$ cat src/rtl/date_counter.sv
// date_counter: calendar core for the date display. Holds day/month/year as packed BCD
// (years 2000-2099, two-digit year) and advances one day per tick, with leap-year February.
// Also accepts a synchronous date load, which takes priority over tick in the same cycle.
//
// Ports:
//   clk, rst                      clock (rising edge), asynchronous active-high reset
//   tick                          advance one day (1-cycle pulse)
//   load                          load load_day/load_month/load_year this cycle
//   load_day/month/year [7:0]     packed BCD {tens, units}
//   day1/day0, month1/month0,
//   year1/year0 [3:0]             registered BCD digits of the current date
//   year_wrap                     1-cycle pulse when 99-12-31 rolls over to 00-01-01
//   load_err                      1-cycle pulse on a rejected load
//
// Build option: define DATE_LOAD_CHECK_EN to validate loads (each nibble <= 9, month 01..12,
// day 01..month length). Without it every load is accepted and load_err is tied low.

module date_counter #(
  parameter logic [7:0] DAY_RST   = 8'h01,
  parameter logic [7:0] MONTH_RST = 8'h01,
  parameter logic [7:0] YEAR_RST  = 8'h00
) (
  input  logic       clk,
  input  logic       rst,
  input  logic       tick,
  input  logic       load,
  input  logic [7:0] load_day,
  input  logic [7:0] load_month,
  input  logic [7:0] load_year,
  output logic [3:0] day1,
  output logic [3:0] day0,
  output logic [3:0] month1,
  output logic [3:0] month0,
  output logic [3:0] year1,
  output logic [3:0] year0,
  output logic       year_wrap,
  output logic       load_err
);

  // Leap test on the BCD digits directly: a two-digit year is a multiple of four when the
  // tens digit is even and units in {0,4,8}, or tens is odd and units in {2,6}.
  function automatic logic is_leap(input logic [3:0] y1, input logic [3:0] y0);
    if (!y1[0]) begin
      return (y0 == 4'd0) || (y0 == 4'd4) || (y0 == 4'd8);
    end else begin
      return (y0 == 4'd2) || (y0 == 4'd6);
    end
  endfunction

  // Month length as packed BCD. Out-of-range months fall into the 31-day default.
  function automatic logic [7:0] month_len(input logic [7:0] month, input logic [7:0] year);
    case (month)
      8'h04, 8'h06, 8'h09, 8'h11: return 8'h30;
      8'h02:                      return is_leap(year[7:4], year[3:0]) ? 8'h29 : 8'h28;
      default:                    return 8'h31;
    endcase
  endfunction

  // Packed-BCD increment; >= keeps an illegal units nibble from sticking.
  function automatic logic [7:0] bcd_inc(input logic [7:0] v);
    if (v[3:0] >= 4'd9) begin
      return {v[7:4] + 4'd1, 4'd0};
    end else begin
      return {v[7:4], v[3:0] + 4'd1};
    end
  endfunction

  logic [3:0] r_day1, r_day0, r_month1, r_month0, r_year1, r_year0;
  logic       r_year_wrap;

  logic [7:0] w_day, w_month, w_year, w_len;
  logic [7:0] w_day_n, w_month_n, w_year_n;
  logic       w_wrap_n;

  assign w_day   = {r_day1, r_day0};
  assign w_month = {r_month1, r_month0};
  assign w_year  = {r_year1, r_year0};
  assign w_len   = month_len(w_month, w_year);

`ifdef DATE_LOAD_CHECK_EN
  logic       r_load_err;
  logic       w_err_n;
  logic       w_load_nib_ok;
  logic       w_load_ok;
  logic [7:0] w_load_len;

  assign w_load_nib_ok = (load_day[7:4] <= 4'd9) && (load_day[3:0] <= 4'd9) &&
                         (load_month[7:4] <= 4'd9) && (load_month[3:0] <= 4'd9) &&
                         (load_year[7:4] <= 4'd9) && (load_year[3:0] <= 4'd9);
  assign w_load_len    = month_len(load_month, load_year);
  assign w_load_ok     = w_load_nib_ok &&
                         (load_month >= 8'h01) && (load_month <= 8'h12) &&
                         (load_day >= 8'h01) && (load_day <= w_load_len);
`endif

  always_comb begin
    w_day_n   = w_day;
    w_month_n = w_month;
    w_year_n  = w_year;
    w_wrap_n  = 1'b0;
`ifdef DATE_LOAD_CHECK_EN
    w_err_n   = 1'b0;
`endif
    if (load) begin
      // A load always consumes the cycle; a coincident tick is dropped even if rejected.
`ifdef DATE_LOAD_CHECK_EN
      if (w_load_ok) begin
        w_day_n   = load_day;
        w_month_n = load_month;
        w_year_n  = load_year;
      end else begin
        w_err_n = 1'b1;
      end
`else
      w_day_n   = load_day;
      w_month_n = load_month;
      w_year_n  = load_year;
`endif
    end else if (tick) begin
      // >= so an out-of-range loaded date snaps back to a legal one on the next tick.
      if (w_day >= w_len) begin
        w_day_n = 8'h01;
        if (w_month >= 8'h12) begin
          w_month_n = 8'h01;
          if (w_year >= 8'h99) begin
            w_year_n = 8'h00;
            w_wrap_n = 1'b1;
          end else begin
            w_year_n = bcd_inc(w_year);
          end
        end else begin
          w_month_n = bcd_inc(w_month);
        end
      end else begin
        w_day_n = bcd_inc(w_day);
      end
    end
  end

  always_ff @(posedge clk or posedge rst) begin
    if (rst) begin
      {r_day1, r_day0}     <= DAY_RST;
      {r_month1, r_month0} <= MONTH_RST;
      {r_year1, r_year0}   <= YEAR_RST;
      r_year_wrap          <= 1'b0;
    end else begin
      {r_day1, r_day0}     <= w_day_n;
      {r_month1, r_month0} <= w_month_n;
      {r_year1, r_year0}   <= w_year_n;
      r_year_wrap          <= w_wrap_n;
    end
  end

`ifdef DATE_LOAD_CHECK_EN
  always_ff @(posedge clk or posedge rst) begin
    if (rst) begin
      r_load_err <= 1'b0;
    end else begin
      r_load_err <= w_err_n;
    end
  end
  assign load_err = r_load_err;
`else
  assign load_err = 1'b0;
`endif

  assign day1      = r_day1;
  assign day0      = r_day0;
  assign month1    = r_month1;
  assign month0    = r_month0;
  assign year1     = r_year1;
  assign year0     = r_year0;
  assign year_wrap = r_year_wrap;

endmodule

$ cat config.mk
export PLATFORM = sky130hd
export DESIGN_NAME = date_counter
export DESIGN_NICKNAME = d
export VERILOG_FILES = /design/src/rtl/date_counter.sv
export SDC_FILE = /design/constraint.sdc
export NUM_CORES = 1
export LEC_CHECK = 0
export ABC_AREA = 1
export CAP_MARGIN = 20
export CORE_ASPECT_RATIO = 1.4
export CORE_MARGIN = 8
export CORE_UTILIZATION = 44
export CTS_BUF_LIST = sky130_fd_sc_hd__clkbuf_16
export CTS_CLUSTER_DIAMETER = 60
export DETAILED_ROUTE_END_ITERATION = 12
export GPL_TIMING_DRIVEN = 0
export PLACE_DENSITY = 0.76
export SYNTH_ARGS = -nofsm -noshare
export SYNTH_HDL_FRONTEND = slang
export SYNTH_SLANG_ARGS = --single-unit
$ cat constraint.sdc
create_clock -name clk -period 2.3 [get_ports clk]
set_input_delay 0.23 -clock clk [delete_from_list [all_inputs] [get_ports clk]]
set_output_delay 0.23 -clock clk [all_outputs]
set_load 0.005 [all_outputs]
; Word-level counts from Yosys, hierarchy flattened
; Index checks and enable logic that the tools add are counted.
[word_totals]
ff_bits = 25
in_bits = 28
out_inout_bits = 26
wordCells = 68
[classes]
addsub = 6
magnitude_cmp = 6
eq_ne = 9
n_mux = 24
reduce_logical = 16
[op_table]
columns = op, count
row1 = two-way mux 8 bit, 15
row2 = adder 4 x 1 -> 4 bit (second input constant), 6
row3 = equality test 8 x 3 -> 1 bit (second input constant), 2
row4 = greater-or-equal comparator 4 bit (second input constant), 3
row5 = case mux 5 bit (2 select lines), 1
row6 = nonzero test 3 bit, 3
row7 = equality test 4 x 3 -> 1 bit (second input constant), 2
row8 = equality test 8 x 2 -> 1 bit (second input constant), 1
row9 = equality test 8 x 4 -> 1 bit (second input constant), 1
row10 = equality test 8 x 5 -> 1 bit (second input constant), 1
row11 = greater-or-equal comparator 8 x 5 -> 1 bit (second input constant), 1
row12 = greater-or-equal comparator 8 bit, 1
row13 = greater-or-equal comparator 8 bit (second input constant), 1
row14 = two-way mux 1 bit, 8
row15 = AND reduction 3 bit, 2
row16 = nonzero test 2 bit, 3
row17 = equality test 4 x 2 -> 1 bit (second input constant), 1
row18 = equality test 4 bit (second input constant), 1
row19 = zero test 4 bit, 1
row20 = AND reduction 2 bit, 2
row21 = AND reduction 4 bit, 1
row22 = OR reduction 4 bit, 1
row23 = logical OR 1 bit, 3

; Logic depth before layout (Yosys ltp)
; Gate-level depths: netlist of the first run.
[depth]
depth_word = 11
mapped_depth = 19
depth_no_buf = 19

; Worst setup path after synthesis of the first run
; Ideal clock, no wire load.
[synth_path]
path_kind = register -> register
startpoint = reg r_month0[0] (netlist: month0[0])
endpoint = reg r_day1[0] (netlist: day1[0])
setup_time_ns = 0.117
t_arrival_ns = 2.367
required_ns = 2.183
setup_slack_ns = -0.184
path_stages_with_launch = 19
n_path_buf = 0
synth_period_minus_slack_ns = 2.484
path_cell_list = dfstp_2 -> inv_1 -> ha_1 -> o21ai_0 -> o21ai_0 -> a21oi_1 -> nand2_1 -> o21ai_0 -> ha_1 -> nor2_1 -> nand2_1 -> nand2_1 -> nand2_2 -> nand3_1 -> nand2_2 -> inv_4 -> nand2_4 -> nand2_1 -> nand2_1
[synth_via]
elab_chain_len = 7
word_cells_on_any_way = 13
cone_classes = 1 x order compare / 5 x eq/ne / 4 x mux / 3 x reduce/logical
[synth_lines]
columns = item, line_no
row1 = from (decl), 68  ; logic [3:0] r_day1, r_day0, r_month1, r_month0, r_year1, r_year0;
row2 = from (signal assigned), 148  ; {r_month1, r_month0} <= w_month_n;
row3 = "equality test 8 x 3 -> 1 bit, or another cell as far along", 52  ; case (month)
row4 = OR reduction 4 bit, 52
row5 = case mux 5 bit (2 select lines) (*), 52
row6 = greater-or-equal comparator 8 bit (*), 121  ; if (w_day >= w_len) begin
row7 = two-way mux 8 bit, 121
row8 = two-way mux 8 bit, 119  ; end else if (tick) begin
row9 = two-way mux 8 bit, 104  ; if (load) begin
row10 = to (signal assigned), 147  ; {r_day1, r_day0} <= w_day_n;
row11 = to (decl), 68
; Mark *: on every way between the ends. The rest lies on a longest branch, timed or not. The select of a mux whose other input is x is not followed.
; A chain may end at the register's enable or synchronous reset.

; Worst setup path after layout of the first run
[layout_path]
startpoint = reg r_month0[0] (netlist: month0[0])
endpoint = reg r_day1[2] (netlist: day1[2])
; Same word-level chain as after synthesis.

==> impl_metrics.ini, run 1 <==
[status]
status = finished with violations
violations = setup timing

[yosys]
synthFlopType = dfrtp_1
avgSynthCellArea_um2 = 7.25
synth_nets = 332
yosysWarnings = 0
synthCells = 282
synthArstFlopShare_pct = 100
synth_area_um2 = 2040
synth_top_area_cell = dfrtp_1
ys_top_cells_by_area = dfrtp_1, nand2_1, ha_1
netlist.area_leader.share_pct = 28.2
synth_common_cells = nand2_1, nand3_1, inv_1
synth-seq-cells = 25
synthDistinctLibCells = 34
yosysMostFrequentCell = nand2_1
synth_edf_count = 0
ys_seq_area_share_pct = 30.7

[grt]
grt.total_usage_pct = 16.2
met1_usage_pct = 17.7
antenna_found_initial = 0
grt.busiest_layer = met2
grt_pass1_vias = 2103
grt_max_degree = 26
met3_usage_pct = 3.00
grtUsageMet2_pct = 28.9
grt_pass1_wl_mm = 9.54
grt_remaining_overflow = 0

[final_layout]
seqCellArea_um2 = 629
drive_gt1_share_pct = 23.1
fin_nets = 401
areaGrowthSynthToFinish_pct = 47.4
fill_cells = 387
final_util_pct = 67.0
antennaDiodeCount = 0
multi_input_area_um2 = 1390

[critical_path]
cpMaxStageDelayCell = dfstp_2
cp_top_family = simple AND/OR/NAND/NOR gates
critPathLaunch = month0[0]$_DFFE_PP1P_
end_kind = register
critPathMaxFanout = 6
cpMostUsedCell = nand2_1
crit_type = register to register
cp.arrival_ns = 2.65
critPathBufInv = 2
slowest_delay_ns = 0.56
r2r_cells = 18
rrSetupSlack_ns = -0.20
crit_chain = inv_2 > ha_4 > o21ai_2 > o21ai_2 > a21oi_2 > nand2_1 > o21ai_2 > ha_1 > nor2_1 > nand2_1 > nand2_1 > nand2_2 > nand3_2 > nand2_4 > inv_8 > nand2_4 > nand2_1 > nand2_1
cp-start-kind = register
r2r-end = day1[2]$_DFFE_PP0P_
r2r_start = month0[0]$_DFFE_PP1P_
required_ns = 2.45

[floorplan]
core_area_um2 = 4500
die_area_um2 = 7110
start_util_pct = 45.4
ios = 54
die_h_um = 96.7
die_w_um = 73.6
rows = 29

[clock_network]
clk_pin_slew_ns = 0.07
clock_path_buffers = 2
cts_num_sinks = 25
cts_tree = yes
cts_max_level = 1
clock_tree.root_cell = clkbuf_16
clk_latency_ns = 0.26
cts_buffers = 3

[route]
vias_per_cell = 5.08
first_pass_iters = 5
vias = 2093
final_antenna_net_count = 0
drt_wl_total_mm = 6.03
wl_per_cell_um = 14.6
route.detailed.drc = 0
drtIter0Drc = 108

[placed_design]
hpwl_mm = 4.10
place_congestion = 0.884
port_buffers = 51
dp_slack_ns = -0.242

[sta]
setup_slack_ns = -0.195
fin_crit_ns = 2.50
drv_slew = 0
setup_viol = 24
rsz0062_at_grt = true
finClkSkew_ns = 0.00522
whs_ns = 0.276
period_share_pct = 108
worstMarginPinSlew_ns = 0.579
final_hold_viol_count = 0
max-slew-margin-rel_pct = 61.4
timing.fmax_ghz = 0.401

[power]
cellLeakagePower_nw = 1.45
p_sw_share_pct = 40.9
internal_power_mw = 1.35
pwr-share-seq_pct = 31.0
ir_drop_mv = 0.396
power_density_nw_per_um2 = 755
power_frac_comb_pct = 51.5
power.share.clock_pct = 17.4
switching_power_mw = 0.931
finalPower_mw = 2.28

[hold_path]
hp-class = primary input to asynchronous set/reset pin

[flow_run]
drv_cap = 0
==> final cells by class <==
class / count / share of cell area, %
plain buffers: 6 / 1.33
repair buffers: 63 / 21.7
clock inverters: 1 / 0.166
well taps: 62 / 2.57
repair inverters: 1 / 0.208
flip-flops and latches: 25 / 20.9
multi-input cells: 219 / 46.2
clock buffers: 3 / 2.49
inverters: 32 / 4.40
==> worst register-to-register path: cells and delay by family, from the launching register on <==
| family | cells | cell delay [ns] |
|---|---|---|
| adder cells (fa/ha/maj) | 2 | 0.39 |
| buffers and inverters | 2 | 0.16 |
| flip-flops | 1 | 0.56 |
| AO/OA/AOI/OAI | 4 | 0.42 |
| AND/OR/NAND/NOR | 10 | 0.84 |
==> state kept, by name, indices dropped and copies added (netlist names) <==
name and count:
day0 4, day1 4, month0 4, month1 4, year0 4, year1 4
year_wrap 1
==> power groups by stage <==
stage / Combinational (mW) / Sequential (mW) / Clock [mW]
finish: 1.17 / 0.706 / 0.397
global route: 1.30 / 0.720 / 0.420
CTS: 1.05 / 0.700 / 0.401
detailed placement: 0.983 / 0.710 / 0
global placement: 0.957 / 0.709 / 0
floorplan: 0.605 / 0.686 / 0
==> through the flow <==
step	instances	TNS (ns)	cell area [um2]
after floorplan	282	0	2070
after global placement	395	-2.64	2660
after detailed placement	395	-3.81	2660
after CTS	405	-2.66	2820
after global routing	412	-6.28	3010
final	412	-3.07	3010
==> worst max path at each step <==
stage / end / slack, ns / cells past startpoint
after global routing: day1[2]$_DFFE_PP0P_ / -0.33 / 18
final: day1[2]$_DFFE_PP0P_ / -0.20 / 18
after floorplan: day1[1]$_DFFE_PP0P_ / 0.006 / 18
after detailed placement: day1[0]$_DFFE_PP0P_ / -0.24 / 18
after global placement: day1[2]$_DFFE_PP0P_ / -0.20 / 18
after CTS: day1[2]$_DFFE_PP0P_ / -0.19 / 18
==> timing repair <==
item / in CTS / in global routing
hold endpoints to repair: 0 / 0
gates resized for setup: 10 / 28
hold buffers: 0 / 0
setup endpoints to repair: 25 / 25
gates cloned: 1 / 1
buffers inserted: 5 / 6
pin swaps: 10 / 18
==> layer usage <==
layer  wire length, um  part of all wire (%)
met1              2470                    41
met5                 0                     0
met2              3190                    53
met3               234                   3.9
met4               140                   2.3
==> placed cells by master (no fill, tap or decap), types with 2 or more instances in the layout <==
master and instances:
a21oi_1 3, buf_2 2, buf_4 9, clkbuf_1 2
clkbuf_16 4, clkdlybuf4s50_1 51, dfrtp_1 22, dfstp_2 2
ha_1 18, ha_2 2, ha_4 2, inv_1 25
inv_2 5, nand2_1 75, nand2_2 14, nand2_4 6
nand3_1 23, nand3_2 10, nand4_1 2, nor2_1 21
nor2_2 3, nor3_2 2, o21ai_0 5, o21ai_1 8
o21ai_2 7, xnor2_1 3, xor2_1 5
==> logic make-up (layout without fill, tap and decap cells) <==
| family | count (synthesis) | in the layout | synth area share [%] |
|---|---|---|---|
| AND/OR/NAND/NOR | 159 | 159 | 35.3 |
| adder cells (fa/ha/maj) | 22 | 22 | 13.5 |
| XOR/XNOR | 8 | 8 | 3.43 |
| other | 1 | 1 | 0.183 |
| buffers and inverters | 38 | 106 | 8.20 |
| flip-flops | 25 | 25 | 30.7 |
| AO/OA/AOI/OAI | 29 | 29 | 8.75 |
No activity file was read; power rests on OpenSTA's default activity.
==> run 2, diff against run 1 <==
--- a/config.mk
+++ b/config.mk
@@ -15,6 +15,7 @@
 export DETAILED_ROUTE_END_ITERATION = 12
 export GPL_TIMING_DRIVEN = 0
 export PLACE_DENSITY = 0.76
+export SETUP_SLACK_MARGIN = 0.05
 export SYNTH_ARGS = -nofsm -noshare
 export SYNTH_HDL_FRONTEND = slang
 export SYNTH_SLANG_ARGS = --single-unit
==> run 2 against run 1 <==
Against the previous run:
- the run still ends with setup timing left
- total power is 0.65% lower
- clock skew is 0.0033 ns lower
- final cell count is 0.24% lower
- die area stayed put
- critical path type unchanged
- largest power group unchanged
==> impl_metrics.ini, run 2 (synthesis results as in run 1) <==
[sta]
rsz0062_at_grt = true
drv_slew = 0
setup_slack_ns = -0.182
setup_viol = 23
timing.fmax_ghz = 0.403
finClkSkew_ns = 0.00196
whs_ns = 0.265
period_share_pct = 108
worstMarginPinSlew_ns = 0.605
final_hold_viol_count = 0
fin_crit_ns = 2.48
max-slew-margin-rel_pct = 59.7

[power]
ir_drop_mv = 0.364
cellLeakagePower_nw = 1.44
power_density_nw_per_um2 = 753

[clock_network]
clk_pin_slew_ns = 0.06
cts_hold_buf = 0
clock_tree.root_cell = clkbuf_16
clk_latency_ns = 0.26
cts_tree = yes
cts_max_level = 1
cts_buffers = 3
clock_path_buffers = 2
cts_num_sinks = 25

[final_layout]
multi_input_area_um2 = 1400
seqCellArea_um2 = 629
drive_gt1_share_pct = 21.2
fill_cells = 405
antennaDiodeCount = 0
final_area_um2 = 3000
final_cell_mix = nand2_1, clkdlybuf4s50_1, inv_1, nand3_1
fin_nets = 400
final_common_cell = nand2_1
areaGrowthSynthToFinish_pct = 46.9
layoutNonFillerInstCount = 411

[critical_path]
r2r_start = month0[0]$_DFFE_PP1P_
cp-start-kind = register
critPathMaxFanout = 3
cp.arrival_ns = 2.63
r2r-end = year0[3]$_DFFE_PP0P_
required_ns = 2.45
rrSetupSlack_ns = -0.18
crit_type = register to register
r2r_cells = 17
cpMostUsedCell = nand2_1
critPathLaunch = month0[0]$_DFFE_PP1P_
crit_chain = inv_4 > ha_4 > o21ai_2 > o21ai_2 > a21oi_2 > nand4_1 > inv_1 > ha_1 > nand2_1 > nand2_1 > nor2_2 > nand2_2 > nand4_4 > buf_4 > buf_4 > nand3_1 > nand2_1
cpMaxStageDelayCell = dfstp_2
end_kind = register
slowest_delay_ns = 0.58

[floorplan]
die_area_um2 = 7110
ios = 54
start_util_pct = 45.4
rows = 29
core_area_um2 = 4500
die_h_um = 96.7
die_w_um = 73.6

[route]
route.detailed.drc = 0
final_antenna_net_count = 0
vias = 2071
drt_wl_total_mm = 5.97
first_pass_iters = 4
drtIter0Drc = 87
vias_per_cell = 5.04
wl_per_cell_um = 14.5

[placed_design]
place_area_um2 = 2700
placed_cells = 395
place_congestion = 0.884
port_buffers = 51
hpwl_mm = 4.13

[status]
status = finished with violations
violations = setup timing

[grt]
grt_pass1_wl_mm = 10.1
grt_remaining_overflow = 0
antenna_found_initial = 0
grt_max_degree = 26
grt_pass1_vias = 2143
grt.total_usage_pct = 17.2

[hold_path]
hp-class = primary input to asynchronous set/reset pin

[flow_run]
drv_cap = 0
run 2: what timing repair did:
action	CTS	global route
setup endpoints to repair	24	25
pin swaps	10	16
hold endpoints to repair	0	0
setup buffers	6	3
gates resized for setup	10	20
cloned	2	0
run 2: routing by layer:
metal	vias up	track usage (%)	part of all wire (%)
met4	0	5.87	2.2
met3	12	2.27	5.5
met5	-	0	0
met2	63	30.8	53
li1	1038	-	-
met1	958	19.8	39
run 2: worst max path at each step:
stage,end,depth (start not counted)
after global routing,day1[2]$_DFFE_PP0P_,18
final,year0[3]$_DFFE_PP0P_,17
after CTS,day1[2]$_DFFE_PP0P_,18
after floorplan,day1[1]$_DFFE_PP0P_,18
after detailed placement,day1[2]$_DFFE_PP0P_,18
after global placement,day1[2]$_DFFE_PP0P_,18
run 2: final cells by class:
| type | instances | area share, % |
|---|---|---|
| Multi-Input combinational cell | 219 | 46.6 |
| Buffer | 6 | 1.33 |
| Clock buffer | 3 | 2.50 |
| Timing Repair Buffer | 62 | 21.1 |
| Clock inverter | 1 | 0.167 |
| Inverter | 32 | 4.50 |
| Tap cell | 62 | 2.58 |
| Timing Repair inverter | 1 | 0.292 |
| Sequential cell | 25 | 21.0 |
run 2: power by group:
group | leakage [nW] | switching, mW | total, mW | internal (mW)
Clock | 0.0409 | 0.158 | 0.392 | 0.234
Sequential | 0.314 | 0.163 | 0.704 | 0.542
Combinational | 1.09 | 0.606 | 1.16 | 0.559
Total | 1.44 | 0.927 | 2.26 | 1.33
run 2: critical path, delay by kind of cell (launching register included):
family / cells / cell delay [ns]
and+or+nand+nor: 8 / 0.68
DFF: 1 / 0.58
buffers and inverters: 4 / 0.43
AOI/OAI and AO/OA: 3 / 0.37
adders and majority gates: 2 / 0.31
run 2: metrics by stage:
stage / setup TNS [ns] / setup slack, ns / total power, mW / util [%]
3_5_place_dp: -3.25 / -0.241 / 1.71 / 60.0
3_3_place_gp: -2.48 / -0.201 / 1.69 / 60.0
4_1_cts: -2.17 / -0.162 / 2.18 / 64.0
6_report: -2.78 / -0.182 / 2.26 / 66.7
5_1_grt: -6.62 / -0.321 / 2.45 / 66.7
2_1_floorplan: 0 / 0.0104 / 1.31 / -
==> RTL edit 1, RTL diff (flow settings as in run 1) <==
Put a register stage on the output `year1`. The value now appears one clock later. The other outputs are not delayed to match. Comments in the files are not updated.
--- a/src/rtl/date_counter.sv
+++ b/src/rtl/date_counter.sv
@@ -169,5 +169,7 @@
   assign month1    = r_month1;
   assign month0    = r_month0;
-  assign year1     = r_year1;
+  always_ff @(posedge clk) begin
+    year1 <= r_year1;
+  end
   assign year0     = r_year0;
   assign year_wrap = r_year_wrap;
Function: changed (a bounded check fails within 4 cycles, from zero or initial values and one cycle with rst high).
==> RTL edit 1 against run 1 <==
- the run still ends with negative setup slack left
- utilization is 3.3 points lower
- largest cell class unchanged
- clock power is 54% higher
- largest power group unchanged
- non-clock buffer count is 3 lower
- setup slack worse by 0.053 ns
- wire length is 5.1% lower
- design area is 1.5% higher
- sequential cell count is 4 higher
- total power is 14% higher
- sequential share of layout area is 2.4 points higher
- area after synthesis is 5.5% higher
==> RTL edit 1: results (changes against run 1) <==
metric;value;unit;change
status;complete, but fails checks;;unchanged
violations;negative setup slack;;unchanged
setup_tns;-4.45;ns;was -3.07 ns
synth.net_count;338;;was 332
synthAdderAreaFrac;12.8;%;was 13.5%
nMultiInputCombCells;223;;was 219
synthDistinctLibCells;37;;was 34
wl_per_cell;13.6;um;was 14.6 um
vias_per_cell;4.97;;was 5.08
met2_usage;28.4;%;was 28.9%
n_all_buffers;66;;was 69
cp_data_arrival_time;2.76;ns;was 2.65 ns
utilization;63.6;%;was 67.0%
h-tree-depth;2;;was 1
finalWirelength;5730;um;was 6030 um
hold-worst-slack;0.304;ns;was 0.276 ns
place_ws;-0.402;ns;was -0.242 ns
dp_hpwl;3970;um;was 4100 um
fillCellCount;444;;was 387
synth_common_cells;103 x nand2_1, 28 x inv_1, 23 x dfrtp_1, 23 x nand3_1, 22 x ha_1;;was 85 x nand2_1, 31 x nand3_1, 27 x inv_1
regArea;711;um^2;was 629 um^2
layout.nonclk_buf_share;20.4;%;was 23.0%
cts.clk_slew.worst_paths;0.05;ns;was 0.07 ns
clk_latency;0.28;ns;was 0.26 ns
multiInputGateArea;1380;um^2;was 1390 um^2
power_frac_comb;44.6;%;was 51.5%
placed_area;2780;um^2;was 2660 um^2
vdd_ir_drop_max;0.381;mV;was 0.396 mV
dr_wl_met3;244;um;was 234 um
setup_viol;25;;was 24
drtIter0Drc;77;;was 108
met3_usage;3.96;%;was 3.00%
n_all_inverters;32;;was 33
synth_compound_area_share;7.02;%;was 8.75%
gp_congestion;0.850;;was 0.884
clk_share;4.50;%;was 2.66%
numCtsBuffers;5;;was 3
setup_ws;-0.248;ns;was -0.195 ns
avgSynthCellArea;7.49;um^2;was 7.25 um^2
fin_nets;407;;was 401
grt_pass1_wl;9480;um;was 9540 um
grtUsageMet1;17.7;%;about the same
fin_skew;0.00280;ns;was 0.00522 ns
synth_xor_area_share;2.44;%;was 3.43%
p_clk_share;23.5;%;was 17.4%
critical_path.max_fanout;3;;was 6
p_leak;1.52;nW;was 1.45 nW
core_region_area;4800;um^2;was 4500 um^2
placedCellCount;403;;was 395
p_int;1.60;mW;was 1.35 mW
dr_wl_met2;3060;um;was 3190 um
## RTL edit 1: changes by cell type after synthesis, sizes merged, moves of 2 or more
| cell | before | now |
|---|---|---|
| nand3b | 0 | 3 |
| nand4 | 3 | 7 |
| nand2 | 95 | 115 |
| nor2 | 25 | 19 |
| a21oi | 4 | 2 |
| nand3 | 33 | 24 |
| a31oi | 1 | 3 |
| o21ai | 20 | 12 |
| dfxtp | 0 | 4 |
## RTL edit 1: worst paths after layout
kind | from | to | depth (start not counted)
max | month0[0]$_DFFE_PP1P_ | day0[1]$_DFFE_PP0P_ | 17
min in group clk | load | r_year1[3]$_DFFE_PP0P_ | 5
max reg2reg | month0[0]$_DFFE_PP1P_ | day0[1]$_DFFE_PP0P_ | 17
max in group asynchronous | rst | month0[0]$_DFFE_PP1P_ | 3
min reg2reg | r_year1[3]$_DFFE_PP0P_ | year1[3]$_DFF_P_ | 0
min | rst | year0[1]$_DFFE_PP0P_ | 2
==> RTL edit 2, RTL diff (flow settings as in run 1) <==
Made on the original files. The option `DATE_LOAD_CHECK_EN` is turned on by a define.
--- a/src/rtl/date_counter.sv
+++ b/src/rtl/date_counter.sv
@@ -15,4 +15,6 @@
 // Build option: define DATE_LOAD_CHECK_EN to validate loads (each nibble <= 9, month 01..12,
 // day 01..month length). Without it every load is accepted and load_err is tied low.
+
+`define DATE_LOAD_CHECK_EN
 
 module date_counter #(
Behaviour: not the same (Yosys sat finds a counterexample within 4 cycles, from zero or initial values and one cycle with rst high).
==> RTL edit 2 against run 1 <==
- the flow still finishes with violations (negative setup slack)
- critical endpoint is now day0[2]$_DFFE_PP0P_
- total power is 34% higher
- combinational power is 45% higher
- sequential cell count grew 1
- setup slack worse by 0.21 ns
- count of clock-buffer cells in the layout stayed put
- wire length rose by 13%
- maximum frequency shrank 7.8%
- die area up 12%
- design area is 9.5% higher
- area after synthesis increased by 15%
==> RTL edit 2: results (changes against run 1) <==
metric;value;unit;change
placed_area;3000;um^2;was 2660 um^2
avgSynthCellArea;6.84;um^2;was 7.25 um^2
portBuffers;53;;was 51
layout.nonclk_buf_share;21.1;%;was 23.0%
max_stage_delay;0.59;ns;was 0.56 ns
finalWirelength;6830;um;was 6030 um
vdd_ir_drop_max;0.444;mV;was 0.396 mV
synth.net_count;397;;was 332
synthAdderAreaFrac;13.3;%;was 13.5%
cts.sinks;26;;was 25
nMultiInputCombCells;258;;was 219
drive_gt1_share;16.2;%;was 23.1%
vias;2491;;was 2093
met2_usage;32.2;%;was 28.9%
vias_per_cell;5.19;;was 5.08
synth_top_area_share;25.5;%;was 28.2%
clk_share;3.19;%;was 2.66%
fin_nets;468;;was 401
p_sw;1.29;mW;was 931 uW
violations;negative setup slack;;unchanged
synth_xor_area_share;3.72;%;was 3.43%
setup_ws;-0.405;ns;was -0.195 ns
synthDistinctLibCells;37;;was 34
gp_congestion;0.921;;was 0.884
status;complete, but fails checks;;unchanged
regArea;656;um^2;was 629 um^2
met3_usage;2.53;%;was 3.00%
grtUsageMet1;18.0;%;was 17.7%
max_slew_margin;58.3;%;was 61.4%
grt_max_degree;27;;was 26
core_region_area;5160;um^2;was 4500 um^2
ys_top_cells_by_area;dfrtp_1 26%, nand2_1 15%, ha_1 13%, inv_1 7.3%, nand3_1 4.9%;;was dfrtp_1 28%, nand2_1 16%, ha_1 13%, nand3_1 7.6%, inv_1 5.0%
pwr.group.clock;521;uW;was 397 uW
fillCellCount;447;;was 387
placedCellCount;463;;was 395
setup_viol;24;;unchanged
grt_pass1_wl;11000;um;was 9540 um
first_global_vias;2439;;was 2103
[RTL edit 2: changes by cell type after synthesis, sizes merged, moves of 3 or more]
cell / run 1 / this run
inv: 32 / 52
o21ai: 20 / 35
nor2: 25 / 35
nand3: 33 / 24
nand4: 3 / 8
a21oi: 4 / 8
or2: 0 / 4
ha: 22 / 25
o22ai: 1 / 4
xor2: 5 / 8
[RTL edit 2: timing repair]
action,in CTS,in global routing
endpoints found under the hold margin,0,0
pin swaps,12,9
gates resized for setup,19,11
setup buffers,9,1
cloned,2,0
endpoints found under the setup margin,25,26
[RTL edit 2: worst reg2reg max path: stages (launching register included)]
cell	delay (ns)
dfstp_2	0.59
inv_4	0.07
ha_4	0.15
o21ai_2	0.11
o21ai_1	0.08
a32oi_2	0.22
nor2_2	0.06
a21oi_2	0.13
ha_2	0.28
inv_1	0.05
nor2_1	0.03
nand3_1	0.10
nand4_1	0.13
buf_6	0.17
nor2_4	0.18
nand2_1	0.08
nand2_1	0.06
nand2_1	0.06
o21ai_1	0.07
[RTL edit 2: path summary, 6_finish.rpt]
path                                        from                     to  slack, ns  cells past startpoint
setup / recovery           month0[0]$_DFFE_PP1P_    day0[2]$_DFFE_PP0P_      -0.41                     18
hold / removal                               rst  month1[3]$_DFFE_PP0P_       0.29                      2
setup reg to reg           month0[0]$_DFFE_PP1P_    day0[2]$_DFFE_PP0P_      -0.41                     18
hold reg to reg              day1[3]$_DFFE_PP0P_    day1[3]$_DFFE_PP0P_       0.51                      2
max in group asynchronous                    rst    day0[0]$_DFFE_PP1P_       1.46                      3
min in group clk                   load_month[1]  month0[1]$_DFFE_PP0P_       0.48                      5
[RTL edit 2: layer usage]
metal	up-vias	wire [um]	part of all wire (%)
met2	78	3580	52
li1	1246	-	-
met5	-	0	0
met4	0	181	2.7
met1	1153	2740	40
met3	14	328	4.8
